<file path="config.mk">
export PLATFORM = sky130hd
export DESIGN_NAME = result_demux_16
export DESIGN_NICKNAME = d
export VERILOG_FILES = /design/src/rtl/result_demux_16.sv
export SDC_FILE = /design/constraint.sdc
export NUM_CORES = 1
export LEC_CHECK = 0
export CAP_MARGIN = 20
export CORE_ASPECT_RATIO = 1.75
export CORE_MARGIN = 1.5
export CORE_UTILIZATION = 50
export DETAILED_ROUTE_END_ITERATION = 12
export PLACE_DENSITY = 0.81
export REMOVE_ABC_BUFFERS = 1
export SKIP_LAST_GASP = 1
export SLEW_MARGIN = 20
export SYNTH_ARGS = -nofsm -noshare
export SYNTH_HDL_FRONTEND = slang
export SYNTH_SLANG_ARGS = --single-unit
</file>
<file path="constraint.sdc">
create_clock -name clk -period 5.6 [get_ports clk]
set_clock_uncertainty 0.1 [all_clocks]
set_input_delay 1.12 -clock clk [delete_from_list [all_inputs] [get_ports clk]]
set_output_delay 1.12 -clock clk [all_outputs]
set_load 0.005 [all_outputs]
</file>
<file path="src/rtl/result_demux_16.sv">
// Routes one word to a chosen lane (1-cycle latency) or broadcasts it to all 16 lanes, one lane per cycle.
// in_ready drops while the target lane is full and unacked, and for the whole broadcast sequence.
module result_demux_16 #(
  parameter int WIDTH = 16
) (
  input  logic                  clk,
  input  logic                  reset,
  input  logic [WIDTH-1:0]      in_data,
  input  logic [3:0]            in_sel,
  input  logic                  in_bcast,
  input  logic                  in_valid,
  output logic                  in_ready,
  output logic [16*WIDTH-1:0]   out_bus,
  output logic [15:0]           lane_valid,
  input  logic [15:0]           lane_ack,
  output logic                  bcast_done,
  output logic [7:0]            write_count
);

  typedef enum logic {IDLE, BCAST} state_t;

  state_t           state;
  logic [3:0]       cnt;
  logic [WIDTH-1:0] bcast_word;

  logic             wr_en;
  logic [3:0]       wr_lane;
  logic [WIDTH-1:0] wr_data;

  // A lane may be written when it is empty or being drained in the same cycle.
  always_comb begin
    in_ready = 1'b0;
    wr_en    = 1'b0;
    wr_lane  = in_sel;
    wr_data  = in_data;
    if (state == IDLE) begin
      in_ready = in_bcast | ~lane_valid[in_sel] | lane_ack[in_sel];
      wr_en    = in_valid & in_ready & ~in_bcast;
    end else begin
      wr_lane  = cnt;
      wr_data  = bcast_word;
      wr_en    = ~lane_valid[cnt] | lane_ack[cnt];
    end
  end

  always_ff @(posedge clk) begin
    if (reset) begin
      state       <= IDLE;
      cnt         <= 4'd0;
      bcast_word  <= '0;
      out_bus     <= '0;
      lane_valid  <= '0;
      bcast_done  <= 1'b0;
      write_count <= 8'd0;
    end else begin
      bcast_done <= 1'b0;
      // Acks clear their lanes; a write to the same lane overrides the clear.
      lane_valid <= lane_valid & ~lane_ack;
      if (wr_en) begin
        out_bus[wr_lane*WIDTH +: WIDTH] <= wr_data;
        lane_valid[wr_lane]             <= 1'b1;
        if (write_count != 8'hFF) begin
          write_count <= write_count + 8'd1;
        end
      end
      case (state)
        IDLE: begin
          if (in_valid && in_ready && in_bcast) begin
            bcast_word <= in_data;
            cnt        <= 4'd0;
            state      <= BCAST;
          end
        end
        BCAST: begin
          if (wr_en) begin
            if (cnt == 4'd15) begin
              state      <= IDLE;
              bcast_done <= 1'b1;
            end else begin
              cnt <= cnt + 4'd1;
            end
          end
        end
        default: state <= IDLE;
      endcase
    end
  end

endmodule

</file>
Word-level counts from Yosys, hierarchy flattened
Cells that the tools add are included.
{"block": "word_totals", "register_bits": 302, "output_inout_bits": 282}
{"block": "op_classes", "n_addsub": 3, "order_cmp": 4, "n_eq_ne": 5, "shift": 2, "mux": 25, "bitwise_logic": 13, "n_reduce_logical": 7}
{"op": "256-bit bitwise mux", "count": 1}
{"op": "16-bit by 34-bit variable shift with 256-bit output, first input constant", "count": 1}
{"op": "16-bit by 34-bit variable part select with 256-bit output", "count": 1}
{"op": "8-bit negator with 34-bit output", "count": 1}
{"op": "16-bit two-way mux", "count": 2}
{"op": "16-bit bitwise AND", "count": 1}
{"op": "1-bit binary-select mux with 4-bit select", "count": 4}
{"op": "4-bit two-way mux", "count": 4}
{"op": "16-bit inverter", "count": 1}
{"op": "16-bit OR", "count": 1}
{"op": "4-bit by 5-bit < comparator with 1-bit output, second input constant", "count": 3}
{"op": "1-bit two-way mux", "count": 11}
{"op": "8-bit by 1-bit adder with 8-bit output, second input constant", "count": 1}
{"op": "8-bit inequality test, second input constant", "count": 1}
{"op": "4-bit case mux with 2 select lines", "count": 1}
{"op": "1-bit inverter", "count": 5}
{"op": "4-bit by 1-bit adder with 4-bit output, second input constant", "count": 1}
{"op": "1-bit demux with 4-bit select", "count": 1}
{"op": "4-bit == test, second input constant", "count": 1}
{"op": "4-bit by 1-bit greater-or-equal comparator with 1-bit output, second input constant", "count": 1}
{"op": "2-bit by 1-bit inequality test with 1-bit output, second input constant", "count": 2}
{"op": "2-bit AND reduction", "count": 2}
{"op": "1-bit logical AND", "count": 3}
{"op": "1-bit OR", "count": 3}
{"op": "5 further kinds", "count": 6}

Depth between registers and ports, before layout
Gate-level depths: netlist of run 1.
{"block": "logic_depth", "word_depth": 10, "ltp_mapped": 12, "mapped_depth_nobuf": 8}

Worst setup path after synthesis of run 1
OpenSTA, ideal clock, no wires.
{"block": "synth_path", "path_type": "input port to output port", "from": "input port in_sel[0]", "to": "output port in_ready", "arrival_ns": 2.296, "setup_slack_ns": 2.084, "path_stages": 6, "n_path_buf": 1, "path_cell_list": "buf_4 > nor3b_1 > a211oi_1 > a2111oi_0 > or4_4 > a21oi_1"}
{"block": "synth_via", "elab_chain_len": 6, "word_cells_on_any_way": 8, "cone_classes": "mux (5); bitwise (3)"}
{"element": "start: declaration", "line": "9", "source": "input logic [3:0] in_sel,"}
{"element": "1-bit binary-select mux with 4-bit select", "line": "37", "source": "in_ready = in_bcast | ~lane_valid[in_sel] | lane_ack[in_sel];"}
{"element": "1-bit two-way mux (implied by the code)", "line": "37"}
{"element": "1-bit inverter", "line": "37"}
{"element": "1-bit OR", "line": "37"}
{"element": "1-bit OR (*)", "line": "37"}
{"element": "1-bit two-way mux (*)", "line": "36", "source": "if (state == IDLE) begin"}
{"element": "end: declaration", "line": "12", "source": "output logic in_ready,"}
Mark *: on every way between the ends. The rest lies on a longest branch, timed or not. The select of a mux whose other input is x is not followed.

Worst setup path in the final report of run 1
Same ends and word-level chain as after synthesis.

==> results.tsv, run 1 <==
stage	metric	value	unit
critical_path	crit_arrival	3.50	ns
power_and_ir_drop	p_leak	6.969	nW
layout	fin_nets	1587	
critical_path	cp_max_fo	8	
critical_path	rrSetupSlack	2.11	ns
sta	holdWs	0.3528	ns
route	vias	10040	
sta	worstMarginPinSlew	0.9649	ns
clock_tree	clock-root-buffer	clkbuf_16	
global_routing	grt_max_degree	172	
layout	multi_input_area	0.006405	mm^2
route	dr.pass1.iters	5	
sta	fin_crit_sh	84.22	%
floorplan	die_w	124.6	um
power_and_ir_drop	irDropWorstVdd	0.2509	mV
layout	n_fill_cell	1979	
layout	drive_above_1_share	6.109	%
global_routing	grt_pass1_wl	56700	um
critical_path	cp_cell_sequence	clkdlybuf4s50_1, nor3b_1, a211oi_1, a2111oi_0, or4_4, a21oi_1, clkdlybuf4s50_1	
clock_tree	cts_setup_buffers	0	
logic_synthesis	ys.flop_type	dfxtp_1	
logic_synthesis	synthArstFlopShare	0	%
power_and_ir_drop	p_sw	0.001027	W
global_routing	grt.overflow.total	0	
power_and_ir_drop	cellPowerDensity	255.3	mW/mm^2
logic_synthesis	synth_cell_types	49	
logic_synthesis	yosysMostFrequentCell	dfxtp_1	
floorplan	die-height	215.9	um
floorplan	num_rows	77	
route	drcViolationCount	0	
critical_path	startpoint_type	primary input	
sta	max_slew_margin	35.19	%
power_and_ir_drop	internal_power	0.003312	W
power_and_ir_drop	clkPwrFrac	40.6	%
logic_synthesis	synth_edf_count	0	
placement	gp_congestion	0.8895	
route	avgViaCountPerCell	5.365	
job	cap_violations	0	
clock_tree	cts_buffers	27	
logic_synthesis	synth.area.top_cells	dfxtp_1 (47%), mux2i_1 (20%), nand2b_1 (14%)	
sta	finalMaxSlewViolations	0	
global_routing	track_usage	26.28	%
sta	setup_violations	0	
route	wl_per_cell	19.59	um
logic_synthesis	synth_cells	1272	
critical_path	cpMostUsedCell	clkdlybuf4s50_1	
sta	fin_crit	4.716	ns
floorplan	die-area	0.02690	mm^2
placement	numPortBuffers	321	
logic_synthesis	synthTopCellsByCount	dfxtp_1 (302), nand2b_1 (291), mux2i_1 (262)	
logic_synthesis	yosysSeqAreaShare	46.70	%
logic_synthesis	synth_top_area_share	46.70	%
route	final_antenna_net_count	0	
placement	place_hpwl	25740	um
floorplan	core	0.02534	mm^2
sta	rsz0062_at_grt	false	
clock_tree	clk_pin_slew	0.06	ns
floorplan	io_pins	322	
power_and_ir_drop	pwr-share-seq	50.5	%
critical_path	crit_path_top_delay_cell	clkdlybuf4s50_1	
floorplan	start_util	51.09	%
critical_path	setup.worst_path.end_class	output port	
clock_tree	cts_resized	0	
logic_synthesis	yosys_register_bits	302	
clock_tree	cts_buffer_depth	3	
layout	area_growth_syn_to_layout	31.27	%
global_routing	grt_pass1_vias	10150	
power_and_ir_drop	p_sw_share	23.68	%
logic_synthesis	syn_area	0.01295	mm^2
run_status	status	completed	
logic_synthesis	synth_top_cell_by_area	dfxtp_1	
route	drtIter0Drc	505	
critical_path	required	4.38	ns
clock_tree	cts_max_level	1	
critical_path	max_stage_delay	0.65	ns
sta	max_freq	212.0	MHz
sta	final_hold_viol_count	0	
clock_tree	insertion_delay	0.55	ns
worst_hold_path	hp-class	reg -> reg	
clock_tree	cts_tree	yes	
clock_tree	cts_hold_buf	0	
sta	fin_setup_tns	0	ns
logic_synthesis	ys_warn_count	0	
logic_synthesis	avgSynthCellArea	10.18	um^2
route	routed_wl	36680	um
power_and_ir_drop	p_comb_share	8.9	%
layout	seqCellArea	0.006046	mm^2
global_routing	antenna_found_initial	1	
clock_tree	cts_sinks	302	
critical_path	critical_path_class	in -> out	
state kept, by name, summed over array words and instances, names as in the netlist:
name and flops:
write_count 8, lane_valid 16, bcast_done 1, out_bus 256, cnt 4, bcast_word 16, state 1
final cells by class:
class,instances,area share (%)
Antenna cell,1,0.01473
Clock buffer,37,4.373
Clock inverter,7,0.3902
Inverter,7,0.1546
Multi-Input combinational cell,870,37.69
Sequential cell,302,35.58
Tap cell,316,2.327
Timing Repair Buffer,332,19.47
critical path, delay by kind of cell:
| family | cells | cell delay [ns] |
|---|---|---|
| AOI/OAI and AO/OA | 3 | 0.49 |
| buffers and inverters | 2 | 1.18 |
| and+or+nand+nor | 2 | 0.69 |
cells in the final DEF (no fill, tap or decap), drive strengths merged, types with 3 or more instances in the layout:
cell	n
nor3b	6
nand3	26
nand3b	6
mux2	18
nor2	15
o21ai	3
nor2b	10
nand2b	291
a21oi	41
mux4	4
clkbuf	37
ha	7
buf	12
dfxtp	302
inv	8
and3	8
and2	18
nand2	105
a31o	3
clkdlybuf4s50	320
nor3	15
mux2i	262
a31oi	4
nor4b	4
clkinv	4
logic make-up (layout without fill, tap and decap cells):
family	count (synthesis)	in the layout	synth area share [%]
AND/OR/NAND/NOR	513	513	22.74
AO/OA/AOI/OAI	65	65	3.160
multiplexers	284	284	22.52
adder cells (fa/ha/maj)	7	7	0.6765
buffers and inverters	100	383	4.137
flip-flops	302	302	46.70
XOR/XNOR	1	1	0.06766
other	0	1	0
stage by stage:
step                      power (W)  instance area (um^2)  util, %  cells  setup WS [ns]
after CTS                  0.004374                 16990    67.06   1871         0.9018
final                      0.004339                 16990    67.07   1872         0.8837
after global routing       0.004481                 16990    67.07   1872         0.7699
after detailed placement   0.002623                 16180    63.86   1827         0.9016
after floorplan            0.002444                 12440        -   1179        -0.2190
after global placement     0.002617                 16180    63.86   1827         0.9472
metal layers:
metal	GRT usage (%)	up-vias	wire (um)
li1	-	4796	-
met1	28.34	4868	13970
met2	50.16	306	19390
met3	3.867	74	1765
met4	11.42	0	1549
met5	0	-	0
power by group through the flow:
stage / registers [W] / logic (W) / clock network, W
global route: 0.00219 / 0.000414 / 0.00188
floorplan: 0.00224 / 0.000204 / 0
detailed placement: 0.00224 / 0.000385 / 0
global placement: 0.00224 / 0.000380 / 0
finish: 0.00219 / 0.000386 / 0.00176
CTS: 0.00219 / 0.000386 / 0.00180
path summary, 6_finish.rpt:
path,startpoint,endpoint,cells after the start
hold reg to reg,bcast_word[3],bcast_word[3],2
hold / removal,bcast_word[3],bcast_word[3],2
setup / recovery,in_sel[0],in_ready,7
setup reg to reg,state,out_bus[229],9
Note: power is estimated with default switching activity, not from simulation.
==> run 2, diff against run 1 <==
Settings changed: CORE_UTILIZATION 50 to 45, PLACE_DENSITY 0.81 to 0.77.
Clock period 5.6 ns to 4.1 ns, I/O delays scaled along.
==> results.tsv, run 2 (same netlist as run 1, synthesis figures left out) <==
stage	metric	value	unit	change
global_routing	track_usage	24.29	%	-2.0 points
placement	gp_congestion	0.8663		-2.6%
global_routing	grt_pass1_vias	10290		+1.4%
critical_path	r2r-end	out_bus[187]		
critical_path	cp_max_fo	6		-2
sta	fin_crit_sh	96.77	%	
global_routing	grt.overflow.total	0		unchanged
power_and_ir_drop	irDropWorstVdd	0.3178	mV	+27%
global_routing	antenna_found_initial	0		-1
clock_tree	cts_buffer_depth	3		unchanged
clock_tree	cts_buffers	27		unchanged
floorplan	num_rows	82		+6.5%
sta	max_freq	252.0	MHz	
sta	fin_crit	3.968	ns	
route	routed_wl	37590	um	+2.5%
run_status	status	completed		
floorplan	die-area	0.02984	mm^2	+11%
placement	numPortBuffers	321		unchanged
clock_tree	clk_pin_slew	0.07	ns	about the same
job	cap_violations	0		unchanged
route	dr.pass1.iters	5		unchanged
critical_path	crit_end	in_ready		
sta	holdWs	0.3537	ns	+0.0008880 ns
clock_tree	cts_setup_buffers	0		unchanged
layout	fin_nets	1611		+1.5%
route	wl_per_cell	19.16	um	-2.2%
floorplan	core	0.02842	mm^2	+12%
layout	top_regs	out_bus (256), bcast_word (16), lane_valid (16)		
clock_tree	cts_sinks	302		unchanged
power_and_ir_drop	p_leak	7.154	nW	+2.7%
sta	finalMaxSlewViolations	0		unchanged
clock_tree	cts_resized	0		unchanged
route	vias	10080		+0.35%
clock_tree	cts_max_level	1		unchanged
placement	place_hpwl	26120	um	+1.5%
layout	antennaDiodeCount	0		-1
floorplan	die-height	227.4	um	+5.3%
global_routing	grt_max_degree	161		-6.4%
critical_path	setup.worst_path.end_class	output port		
layout	utilization	61.28	%	-5.8 points
layout	largest_reg_flops	256		unchanged
critical_path	reg2reg_depth	7		-2
critical_path	cp-startpoint	in_sel[1]		
sta	worstMarginPinSlew	0.9510	ns	-0.01386 ns
floorplan	io_pins	322		unchanged
floorplan	start_util	45.55	%	-5.5 points
layout	final_common_cell	clkdlybuf4s50_1		
worst_hold_path	hp-class	reg -> reg		
sta	max_slew_margin	36.60	%	+1.4 points
route	avgViaCountPerCell	5.137		-4.3%
global_routing	grt_pass1_wl	57500	um	+1.4%
route	drtIter0Drc	510		+0.99%
sta	final_hold_viol_count	0		unchanged
route	drcViolationCount	0		unchanged
sta	fin_setup_tns	0	ns	unchanged
floorplan	die_w	131.2	um	+5.3%
layout	top_register	out_bus		
sta	rsz0062_at_grt	false		
critical_path	rrSetupSlack	1.00	ns	-1.11 ns
route	final_antenna_net_count	0		unchanged
layout	area_growth_syn_to_layout	34.51	%	
critical_path	critical_path_class	in -> out		
critical_path	startpoint_type	primary input		
power_and_ir_drop	cellPowerDensity	355.2	mW/mm^2	+39%
clock_tree	cts_tree	yes		
clock_tree	clock-root-buffer	clkbuf_16		
clock_tree	insertion_delay	0.56	ns	about the same
critical_path	worst_r2r_startpoint	cnt[1]		
critical_path	required	3.18	ns	-1.20 ns
clock_tree	cts_hold_buf	0		unchanged
layout	final_cell_mix	clkdlybuf4s50_1 (320), dfxtp_1 (302), nand2b_1 (291)		
sta	setup_violations	0		unchanged
layout	drive_above_1_share	8.144	%	+2.0 points
critical_path	crit_arrival	3.05	ns	-0.45 ns
run 2: metrics by stage:
step,cells,total power [W],instance area [um^2],setup WS [ns]
after detailed placement,1913,0.003604,16490,0.1194
after global placement,1913,0.003597,16490,0.1295
after floorplan,1179,0.003339,12440,-1.419
final,1962,0.006186,17410,0.1324
after CTS,1962,0.006230,17410,0.1011
after global routing,1962,0.006384,17410,0.05632
run 2: final cells by class:
cell class	count	area, um^2
Fill cell	2413	11010
Multi-Input combinational cell	870	6405
Sequential cell	302	6046
Timing Repair Buffer	356	3540
Clock buffer	37	793.3
Tap cell	378	473.0
Clock inverter	12	131.4
Inverter	7	26.28
run 2: routing by layer:
layer	up-vias	global-route usage (%)	wire length, um
met5	-	0	0
met4	0	12.29	1769
met3	95	3.852	1953
met2	300	45.79	19600
met1	4850	26.22	14270
li1	4834	-	-
run 2: where the power goes:
group / total, W / switching (W) / leakage [nW] / internal [W]
Sequential: 0.00299 / 0.0000228 / 2.44 / 0.00297
Clock: 0.00265 / 0.00116 / 0.462 / 0.00149
Combinational: 0.000548 / 0.000303 / 4.26 / 0.000245
run 2: worst min-delay path by stage:
stage                    from              to  slack [ns]  cells past startpoint
2_1_floorplan   bcast_word[0]   bcast_word[0]        0.33                      2
3_3_place_gp    bcast_word[0]   bcast_word[0]        0.34                      2
3_5_place_dp   bcast_word[12]  bcast_word[12]        0.35                      2
4_1_cts        bcast_word[15]  bcast_word[15]        0.36                      2
5_1_grt        bcast_word[12]  bcast_word[12]        0.37                      2
6_report       bcast_word[12]  bcast_word[12]        0.35                      2
run 2: critical path: stages:
cell             delay [ns]
clkdlybuf4s50_1        0.56
mux4_2                 0.41
nor2_1                 0.05
or4_4                  0.52
a21oi_1                0.18
clkdlybuf4s50_1        0.52
